--- src/rtl/calc_pkg.sv ---
// Shared calculator definitions: key codes, FSM state encoding and the
// default operand/result limit. Used by the core and the keypad/display blocks.
package calc_pkg;

    localparam int unsigned MaxValDefault = 9999;

    localparam logic [3:0] KeyMaxDigit = 4'd9;
    localparam logic [3:0] KeyAdd      = 4'hA;
    localparam logic [3:0] KeySub      = 4'hB;
    localparam logic [3:0] KeyEq       = 4'hC;
    localparam logic [3:0] KeyClr      = 4'hD;

    typedef enum logic [2:0] {
        StEntryA,
        StOpWait,
        StEntryB,
        StResult,
        StErr
    } calc_state_e;

    function automatic logic is_digit(input logic [3:0] code);
        return code <= KeyMaxDigit;
    endfunction

    function automatic logic is_op(input logic [3:0] code);
        return (code == KeyAdd) || (code == KeySub);
    endfunction

endpackage

--- src/rtl/calc_alu.sv ---
// Combinational add/subtract with range check.
//   a, b   : operands (0..MAX_VAL)
//   sub    : 1 = a - b, 0 = a + b
//   value  : result, forced to 0 when out of range
//   err    : sum above MAX_VAL or negative difference
module calc_alu
    import calc_pkg::*;
#(
    parameter int unsigned MAX_VAL = MaxValDefault,
    parameter int unsigned W       = 14
) (
    input  logic [W-1:0] a,
    input  logic [W-1:0] b,
    input  logic         sub,
    output logic [W-1:0] value,
    output logic         err
);

    logic [W:0] sum;

    always_comb begin
        sum   = {1'b0, a} + {1'b0, b};
        value = '0;
        err   = 1'b0;
        if (sub) begin
            if (a < b) begin
                err = 1'b1;
            end else begin
                value = a - b;
            end
        end else begin
            if (sum > (W+1)'(MAX_VAL)) begin
                err = 1'b1;
            end else begin
                value = sum[W-1:0];
            end
        end
    end

endmodule

--- src/rtl/calc_core.sv ---
// Four-function-style keypad calculator core (add/sub) with a display
// handshake towards a binary-to-digit converter.
//   clk, rst_n          : clock, asynchronous active-low reset
//   key_valid, key_code : one-cycle key strobe and code
//   conv_done           : converter finished the previous conversion
//   num, error          : registered display value and error flag
//   convert             : one-cycle start pulse to the converter
module calc_core
    import calc_pkg::*;
#(
    parameter int unsigned MAX_VAL = MaxValDefault,
    parameter int unsigned W       = 14
) (
    input  logic         clk,
    input  logic         rst_n,
    input  logic         key_valid,
    input  logic [3:0]   key_code,
    input  logic         conv_done,
    output logic [W-1:0] num,
    output logic         error,
    output logic         convert
);

    calc_state_e  state_q, state_d;
    logic [W-1:0] acc_a_q, acc_a_d;
    logic [W-1:0] acc_b_q, acc_b_d;
    logic         op_sub_q, op_sub_d;
    logic         busy_q, busy_d;
    logic         pending_q, pending_d;
    logic [W-1:0] num_d;
    logic         error_d;
    logic         convert_d;

    logic [W-1:0] alu_value;
    logic         alu_err;

    calc_alu #(
        .MAX_VAL(MAX_VAL),
        .W      (W)
    ) u_alu (
        .a    (acc_a_q),
        .b    (acc_b_q),
        .sub  (op_sub_q),
        .value(alu_value),
        .err  (alu_err)
    );

    // Digit append as x*8 + x*2 + d, kept wide so overflow is caught by the compare.
    logic [W+3:0] app_a, app_b;
    logic         a_fits, b_fits;

    always_comb begin
        app_a  = ({4'b0, acc_a_q} << 3) + ({4'b0, acc_a_q} << 1) + (W+4)'(key_code);
        app_b  = ({4'b0, acc_b_q} << 3) + ({4'b0, acc_b_q} << 1) + (W+4)'(key_code);
        a_fits = app_a <= (W+4)'(MAX_VAL);
        b_fits = app_b <= (W+4)'(MAX_VAL);
    end

    function automatic logic [W-1:0] disp_val(input calc_state_e s, input logic [W-1:0] a,
                                              input logic [W-1:0] b);
        if (s == StEntryB) return b;
        if (s == StErr) return '0;
        return a;
    endfunction

    // Key-driven FSM
    always_comb begin
        state_d  = state_q;
        acc_a_d  = acc_a_q;
        acc_b_d  = acc_b_q;
        op_sub_d = op_sub_q;
        if (key_valid) begin
            if (key_code == KeyClr) begin
                state_d = StEntryA;
                acc_a_d = '0;
                acc_b_d = '0;
            end else begin
                case (state_q)
                    StEntryA: begin
                        if (is_digit(key_code)) begin
                            if (a_fits) acc_a_d = app_a[W-1:0];
                        end else if (is_op(key_code)) begin
                            op_sub_d = (key_code == KeySub);
                            acc_b_d  = '0;
                            state_d  = StOpWait;
                        end
                    end
                    StOpWait: begin
                        if (is_digit(key_code)) begin
                            acc_b_d = W'(key_code);
                            state_d = StEntryB;
                        end else if (is_op(key_code)) begin
                            op_sub_d = (key_code == KeySub);
                        end
                    end
                    StEntryB: begin
                        if (is_digit(key_code)) begin
                            if (b_fits) acc_b_d = app_b[W-1:0];
                        end else if (is_op(key_code) || key_code == KeyEq) begin
                            if (alu_err) begin
                                acc_a_d = '0;
                                state_d = StErr;
                            end else begin
                                acc_a_d = alu_value;
                                if (is_op(key_code)) begin
                                    op_sub_d = (key_code == KeySub);
                                    state_d  = StOpWait;
                                end else begin
                                    state_d = StResult;
                                end
                            end
                        end
                    end
                    StResult: begin
                        if (is_digit(key_code)) begin
                            acc_a_d = W'(key_code);
                            state_d = StEntryA;
                        end else if (is_op(key_code)) begin
                            op_sub_d = (key_code == KeySub);
                            acc_b_d  = '0;
                            state_d  = StOpWait;
                        end
                    end
                    StErr: ;
                    default: state_d = StEntryA;
                endcase
            end
        end
    end

    // Display handshake. A conv_done arriving with a key frees the converter
    // first, so the key's new value can be issued straight away.
    logic [W-1:0] cur_num, nxt_num;
    logic         cur_err, nxt_err, change, idle, want;

    always_comb begin
        cur_num = disp_val(state_q, acc_a_q, acc_b_q);
        nxt_num = disp_val(state_d, acc_a_d, acc_b_d);
        cur_err = (state_q == StErr);
        nxt_err = (state_d == StErr);
        change  = (cur_num != nxt_num) || (cur_err != nxt_err);
        idle    = !busy_q || conv_done;
        want    = pending_q || change;

        convert_d = 1'b0;
        num_d     = num;
        error_d   = error;
        busy_d    = busy_q;
        pending_d = pending_q;
        if (idle && want) begin
            convert_d = 1'b1;
            num_d     = nxt_num;
            error_d   = nxt_err;
            busy_d    = 1'b1;
            pending_d = 1'b0;
        end else if (idle) begin
            busy_d = 1'b0;
        end else begin
            pending_d = want;
        end
    end

    always_ff @(posedge clk or negedge rst_n) begin
        if (!rst_n) begin
            state_q   <= StEntryA;
            acc_a_q   <= '0;
            acc_b_q   <= '0;
            op_sub_q  <= 1'b0;
            busy_q    <= 1'b0;
            pending_q <= 1'b1;  // forces an initial convert of 0 after reset
            num       <= '0;
            error     <= 1'b0;
            convert   <= 1'b0;
        end else begin
            state_q   <= state_d;
            acc_a_q   <= acc_a_d;
            acc_b_q   <= acc_b_d;
            op_sub_q  <= op_sub_d;
            busy_q    <= busy_d;
            pending_q <= pending_d;
            num       <= num_d;
            error     <= error_d;
            convert   <= convert_d;
        end
    end

endmodule

--- config.mk ---
export PLATFORM = sky130hd
export DESIGN_NAME = calc_core
export DESIGN_NICKNAME = d
export VERILOG_FILES = /design/src/rtl/calc_pkg.sv /design/src/rtl/calc_alu.sv /design/src/rtl/calc_core.sv
export SDC_FILE = /design/constraint.sdc
export NUM_CORES = 1
export LEC_CHECK = 0
export CAP_MARGIN = 5
export CORE_ASPECT_RATIO = 1.4
export CORE_UTILIZATION = 35
export CTS_BUF_LIST = sky130_fd_sc_hd__clkbuf_4 sky130_fd_sc_hd__clkbuf_8 sky130_fd_sc_hd__clkbuf_16
export DETAILED_ROUTE_END_ITERATION = 8
export HOLD_SLACK_MARGIN = 0.03
export PLACE_DENSITY = 0.47
export SYNTH_ARGS = -nofsm -noshare
export SYNTH_HDL_FRONTEND = slang
export SYNTH_SLANG_ARGS = --single-unit
--- constraint.sdc ---
create_clock -name clk -period 6.1 [get_ports clk]
set_input_delay 1.525 -clock clk [delete_from_list [all_inputs] [get_ports clk]]
set_output_delay 1.525 -clock clk [all_outputs]
set_load 0.005 [all_outputs]
* Yosys cells after proc, flatten, opt, wreduce, memory -nomap -nowiden
Cells that the tools add are included.
** Storage, ports and cells
- Flip-flop bits (word level) :: 50
- Bits in latches :: 0
- Bits in writable memories :: 0
- Memory bits (read-only) :: 0
- Input port bits :: 8
- Output and inout bits :: 16
- Logic and storage cells :: 110
- Memories kept :: 0
** Cells by class
- $add $sub $neg :: 6
- $mul :: 0
- Divide/modulo/power cells :: 0
- $lt $le $gt $ge :: 5
- Eq/ne operators :: 17
- Shift-type cells :: 0
- Mux-type cells :: 59
- Bitwise gates (word level) :: 1
- Reduce and logical (&&, ||, !) cells :: 13
** Operators with widths (number)
- 14-bit 2-to-1 mux :: 26
- 14-bit case mux with 3 select lines :: 2
- 17-bit by 15-bit adder with 18-bit output :: 2
- 18-bit by 4-bit adder with 18-bit output :: 2
- 18-bit by 14-bit less-or-equal comparator with 1-bit output (second input constant) :: 2
- 3-bit 2-to-1 mux :: 9
- 1-bit 2-to-1 mux :: 19
- 4-bit == test (second input constant) :: 4
- 14-bit by 14-bit adder with 15-bit output :: 1
- 15-bit by 14-bit > comparator with 1-bit output (second input constant) :: 1
- 3-bit case mux with 5 select lines :: 1
- 14-bit < comparator :: 1
- 14-bit inequality test :: 1
- 14-bit subtractor :: 1
- 3-bit by 2-bit == test with 1-bit output (second input constant) :: 3
- 2-bit inequality test (second input constant) :: 4
- 7-bit AND reduction :: 1
- 3-bit == test (second input constant) :: 2
- 1-bit logical OR :: 5
- 4-bit less-or-equal comparator (second input constant) :: 1
- 2-bit nonzero test :: 2
- 3-bit by 1-bit == test with 1-bit output (second input constant) :: 1
- 3-bit logical NOT :: 1
- 3-bit OR reduction :: 1
- 8 further kinds :: 8

* Logic depth before layout (Yosys ltp)
- Depth after elaboration :: 20
- Gate-level depth with buffers :: 22
- Gate-level depth less buffers :: 20

* Hierarchy
A second synthesis with hierarchy kept.
** Unflattened totals
- Cell total of the unflattened synthesis :: 1112
- Area, all modules :: 8426.8 sq um
** Modules (own cells, without submodules)
- calc_core :: instances 1, cells each 847, area an instance 6617.6 sq um, sequential area each 1252.5 sq um
- calc_alu :: instances 1, cells each 265, area an instance 1809.2 sq um, sequential area each 0.0 sq um

* Worst setup path before layout
No wires, ideal clock.
- Path kind :: input to register
- Start point :: in key_code[3]
- End point :: reg num[0]
- Library setup time :: 125 ps
- Arrival time :: 6301 ps
- Required time :: 5975 ps
- Setup slack :: -326 ps
- Stages :: 17
- Path buffers :: 0
- Cell sequence :: fa_1 fa_1 a211oi_2 o211ai_2 a2111o_1 a21o_1 a2111oi_4 o211ai_2 or4b_2 nand3_1 a31oi_2 xnor2_1 a2111oi_1 nand4_1 nand4b_4 o21ai_4 mux2_4
** On the way
- Elaborated cells between the ends (all ways) :: 52
- Those cells by class :: add/sub: 2; order compare: 3; eq/ne: 8; mux: 34; reduce/logical: 5
** RTL lines
- from (decl) :: line calc_core.sv:17 : input logic [3:0] key_code,
- branches (longest 6 deep; another with 18-bit by 4-bit adder with 18-bit output)
- 14-bit 2-to-1 mux (*) :: line calc_core.sv:73 : if (key_code == KeyClr) begin
- 14-bit 2-to-1 mux (*) :: line calc_core.sv:72 : if (key_valid) begin
- net acc_a_d[13] :: line calc_core.sv:25 : logic [W-1:0] acc_a_q, acc_a_d;
- 14-bit 2-to-1 mux (*) :: line calc_core.sv:63 : return a;
- 14-bit 2-to-1 mux (*) :: line calc_core.sv:62 : if (s == StErr) return '0;
- 14-bit inequality test (*) :: line calc_core.sv:141 : change = (cur_num != nxt_num) || (cur_err != nxt_err);
- 1-bit logical OR (*) :: line calc_core.sv:141
- 1-bit logical OR (*) :: line calc_core.sv:143 : want = pending_q || change;
- 1-bit logical AND (*) :: line calc_core.sv:150 : if (idle && want) begin
- to (signal assigned) :: line calc_core.sv:181 : num <= num_d;
- to (decl) :: line calc_core.sv:19 : output logic [W-1:0] num,
Mark *: on every way through the listed nets, which the timed path passes. The select of a mux whose other input is x is not followed.
A chain may end at the register's enable or synchronous reset.

* Final worst setup path
- Start point :: in key_code[3]
- End point :: reg num[5]
The elaborated chain is that of the path after synthesis.

==> results_dict.tcl <==
set metrics [dict create \
    rrSetupSlack_ns 0.05 \
    place_area_sq_um 8740 \
    grt_antenna_before_repair 0 \
    synth.most_common_cell "nand2_1" \
    synth_top_area_cell "dfrtp_1" \
    synth.area.top_cells "dfrtp_1 (16%), ha_1 (14%), a21oi_1 (5.0%), nand2_1 (4.6%), o21ai_0 (4.3%)" \
    setup_viol 16 \
    grt_use_total_pct 27.7 \
    viasPerCell 5.98 \
    finalWorstSetupSlack_ns -0.162 \
    layout.cells.non_filler 1328 \
    drc 0 \
    postRouteAntennaNets 0 \
    async_flop_share_pct 100 \
    drive_above_1_share_pct 21.5 \
    die_x_um 125 \
    die_y_um 175 \
    die-area_sq_um 21900 \
    cap_violations 0 \
    grt_pass1_wl_mm 46.7 \
    worstReg2RegEnd "num[5]" \
    cts_buffer_depth 2 \
    drt_iter0_markers 617 \
    clk_pin_slew_ns 0.07 \
    cts_made_buffers 5 \
    design.core.area_sq_um 20700 \
    post_drt_wl_per_cell_um 22.3 \
    design_area_sq_um 9230 \
    maxSlewViolCount 0 \
    status "complete, but fails checks" \
    yosysSeqAreaShare_pct 16.8 \
    syn_area_sq_um 7450 \
    period_share_pct 103 \
    port_buffers 23 \
    vias 7937 \
    syn-num-nets 1042 \
    synth_cells 946 \
    totalWireLength_mm 29.6 \
    gp_congestion 0.933 \
    synth_commonest_cells "nand2_1 (92), ha_1 (82), a21oi_1 (74)" \
    hold_slack_ns 0.522 \
    violations "negative setup slack" \
    finClkSkew_ns 0.00829 \
    ys_seq_elements 50 \
    cp_top_family "compound AO/OA/AOI/OAI gates" \
    cts_tree "built" \
    cp_data_required_time_ns 6.28 \
    nets 1167 \
    min_from "error" \
    max_slew_margin_pct 47.3 \
    hp-class "flip-flop to flip-flop" \
    crit_type "input pin to flip-flop" \
    ys_types 101 \
    hpwl_mm 24.0 \
    avgSynthCellArea_sq_um 7.88 \
    fmax_mhz 160 \
    synth_edf_count 0 \
    cts.sinks 50 \
    htree_levels 2 \
    min_to "error" \
    crit_path_cell_trace "buf_8 > fa_1 > fa_2 > a211oi_4 > o211ai_2 > a2111o_1 > a21o_1 > a2111oi_4 > o211ai_2 > nor2_4 > o31ai_4 > a221o_1 > and3_1 > a2111oi_2 > nand4_1 > nand4b_4 > o21ai_4 > buf_6 > buf_12 > mux2_4" \
    start_util_pct 36.0 \
    ys.flop_type "dfrtp_1" \
    grt_max_degree 51 \
    syn_to_final_growth_pct 23.9 \
    root_buffer "clkbuf_16" \
    rsz0062_at_grt "yes" \
    dp.cells 1306 \
    crit_slowest_cell "fa_1" \
    hold_viol_final 0 \
    crit_fanout 7 \
    grt_pass1_vias 8185 \
    cp_num_buf_inv 3 \
    grt_overflow_total 0 \
    path_common_cell "o211ai_2" \
    crit_path_end_kind "flip-flop" \
    post-route-min-period_ns 6.26 \
    rr_worst_depth 20 \
    max_stage_delay_ns 0.47 \
    yosys.area.top_type_share_pct 16.5 \
    yosysWarnings 0 \
    dr.pass1.iters 5 \
    holdPathStages 2 \
    cts-hold-fix-buffers 0 \
    worst_pin_slew_ns 0.770 \
    diodes 0 \
    pin_count 24 \
    cp-start-kind "input pin" \
    fin_tns_setup_ns -1.18 \
    placementRows 62 \
    crit_arrival_ns 6.44 \
    clkLatencyLatePin_ns 0.30 \
    reg2reg_from "acc_b_q[0]" \
]
==> registers in the layout, indices dropped and copies added, names as in the netlist <==
signal and flops:
state_q 3, convert 1, busy_q 1, error 1, pending_q 1, acc_b_q 14
op_sub_q 1, acc_a_q 14, num 14
==> worst reg2reg max path, stage by stage, from the launching register on <==
cell	delay [ns]
dfrtp_1	0.62
ha_1	0.32
inv_1	0.09
fa_1	0.44
o21bai_1	0.22
nand3_1	0.22
a2111oi_0	0.59
o31ai_1	0.27
a21oi_2	0.37
a22oi_1	0.19
o21ai_2	0.28
nand3_1	0.48
a211oi_1	0.35
o31ai_1	0.15
a2111oi_2	0.28
nand4_1	0.16
nand4b_4	0.22
o21ai_4	0.17
buf_6	0.12
buf_12	0.10
mux2_4	0.29
==> worst max path at each step <==
stage | to | depth (start not counted) | from
2_1_floorplan | num[0] | 18 | key_code[3]
3_3_place_gp | num[5] | 21 | key_code[3]
3_5_place_dp | num[6] | 22 | key_code[3]
4_1_cts | num[5] | 20 | key_code[3]
5_1_grt | num[5] | 20 | key_code[3]
6_report | num[5] | 20 | key_code[3]
==> logic make-up (layout without fill, tap and decap cells) <==
kind of cell	Yosys count	in the layout	synth area share, %
buf+inv	100	226	5.89
fa+ha+maj	88	88	15.4
mux	23	23	3.44
xor+xnor	45	45	5.29
compound gates	344	344	33.5
flops	50	50	16.8
simple gates	296	296	19.7
==> metrics by stage <==
| step | setup WS (ns) | utilization (%) |
|---|---|---|
| 2_1_floorplan | -0.167 | - |
| 3_3_place_gp | -1.04 | 42.2 |
| 3_5_place_dp | -1.04 | 42.2 |
| 4_1_cts | -0.128 | 44.2 |
| 5_1_grt | -0.341 | 44.6 |
| 6_report | -0.162 | 44.6 |
==> repair_timing <==
item | CTS | global route
endpoints found under the hold margin | 0 | 0
resized for setup | 46 | 17
setup buffers | 11 | 3
cloned | 1 | 0
pin swaps | 25 | 10
setup endpoints to repair | 18 | 16
==> layout make-up <==
cell class                 instances  area (sq um)
fill                            2129         11500
sequential                        50          1250
timing repair buffer             155          1270
tap                              256           320
clock inverter                     3          48.8
clock buffer                       5           125
inverter                          63           236
multi-input combinational        796          5980
==> routing by layer <==
layer / up-vias / share of wire (%) / GRT usage, %
li1: 3784 / - / -
met1: 3856 / 40 / 32.8
met2: 249 / 53 / 52.7
met3: 48 / 4.0 / 1.32
met4: 0 / 3.2 / 9.76
met5: - / 0 / 0
==> cell usage in the layout, fill, tap and decap left out, drive strengths merged, types with 6 or more instances in the layout <==
master         synthesis  layout
dfrtp                 49      49
and2                   8       8
mux2i                 14      14
a2111oi               11      11
o21ai                 76      76
a221o                  6       6
nand2b                18      18
inv                   63      64
nor2b                 13      13
a31oi                 13      13
nor4                   7       7
nand3                 30      30
a22oi                 10      10
o211ai                13      13
o21a                  15      15
clkdlybuf4s50          0      19
fa                     6       6
a211oi                13      13
clkbuf                21       6
xor2                  15      15
or3                    7       7
a21oi                 77      77
nor2                  72      72
nor3                  20      20
o21bai                 6       6
nand2                 92      92
a22o                  11      11
ha                    82      82
xnor2                 30      30
a21o                  13      13
buf                   16     135
o31ai                  8       8
and3                   6       6
mux2                   9       9
nand4                 10      10
Power is not shown: default switching activity piles up to over one toggle a cycle in this logic, so the estimate is an artifact.
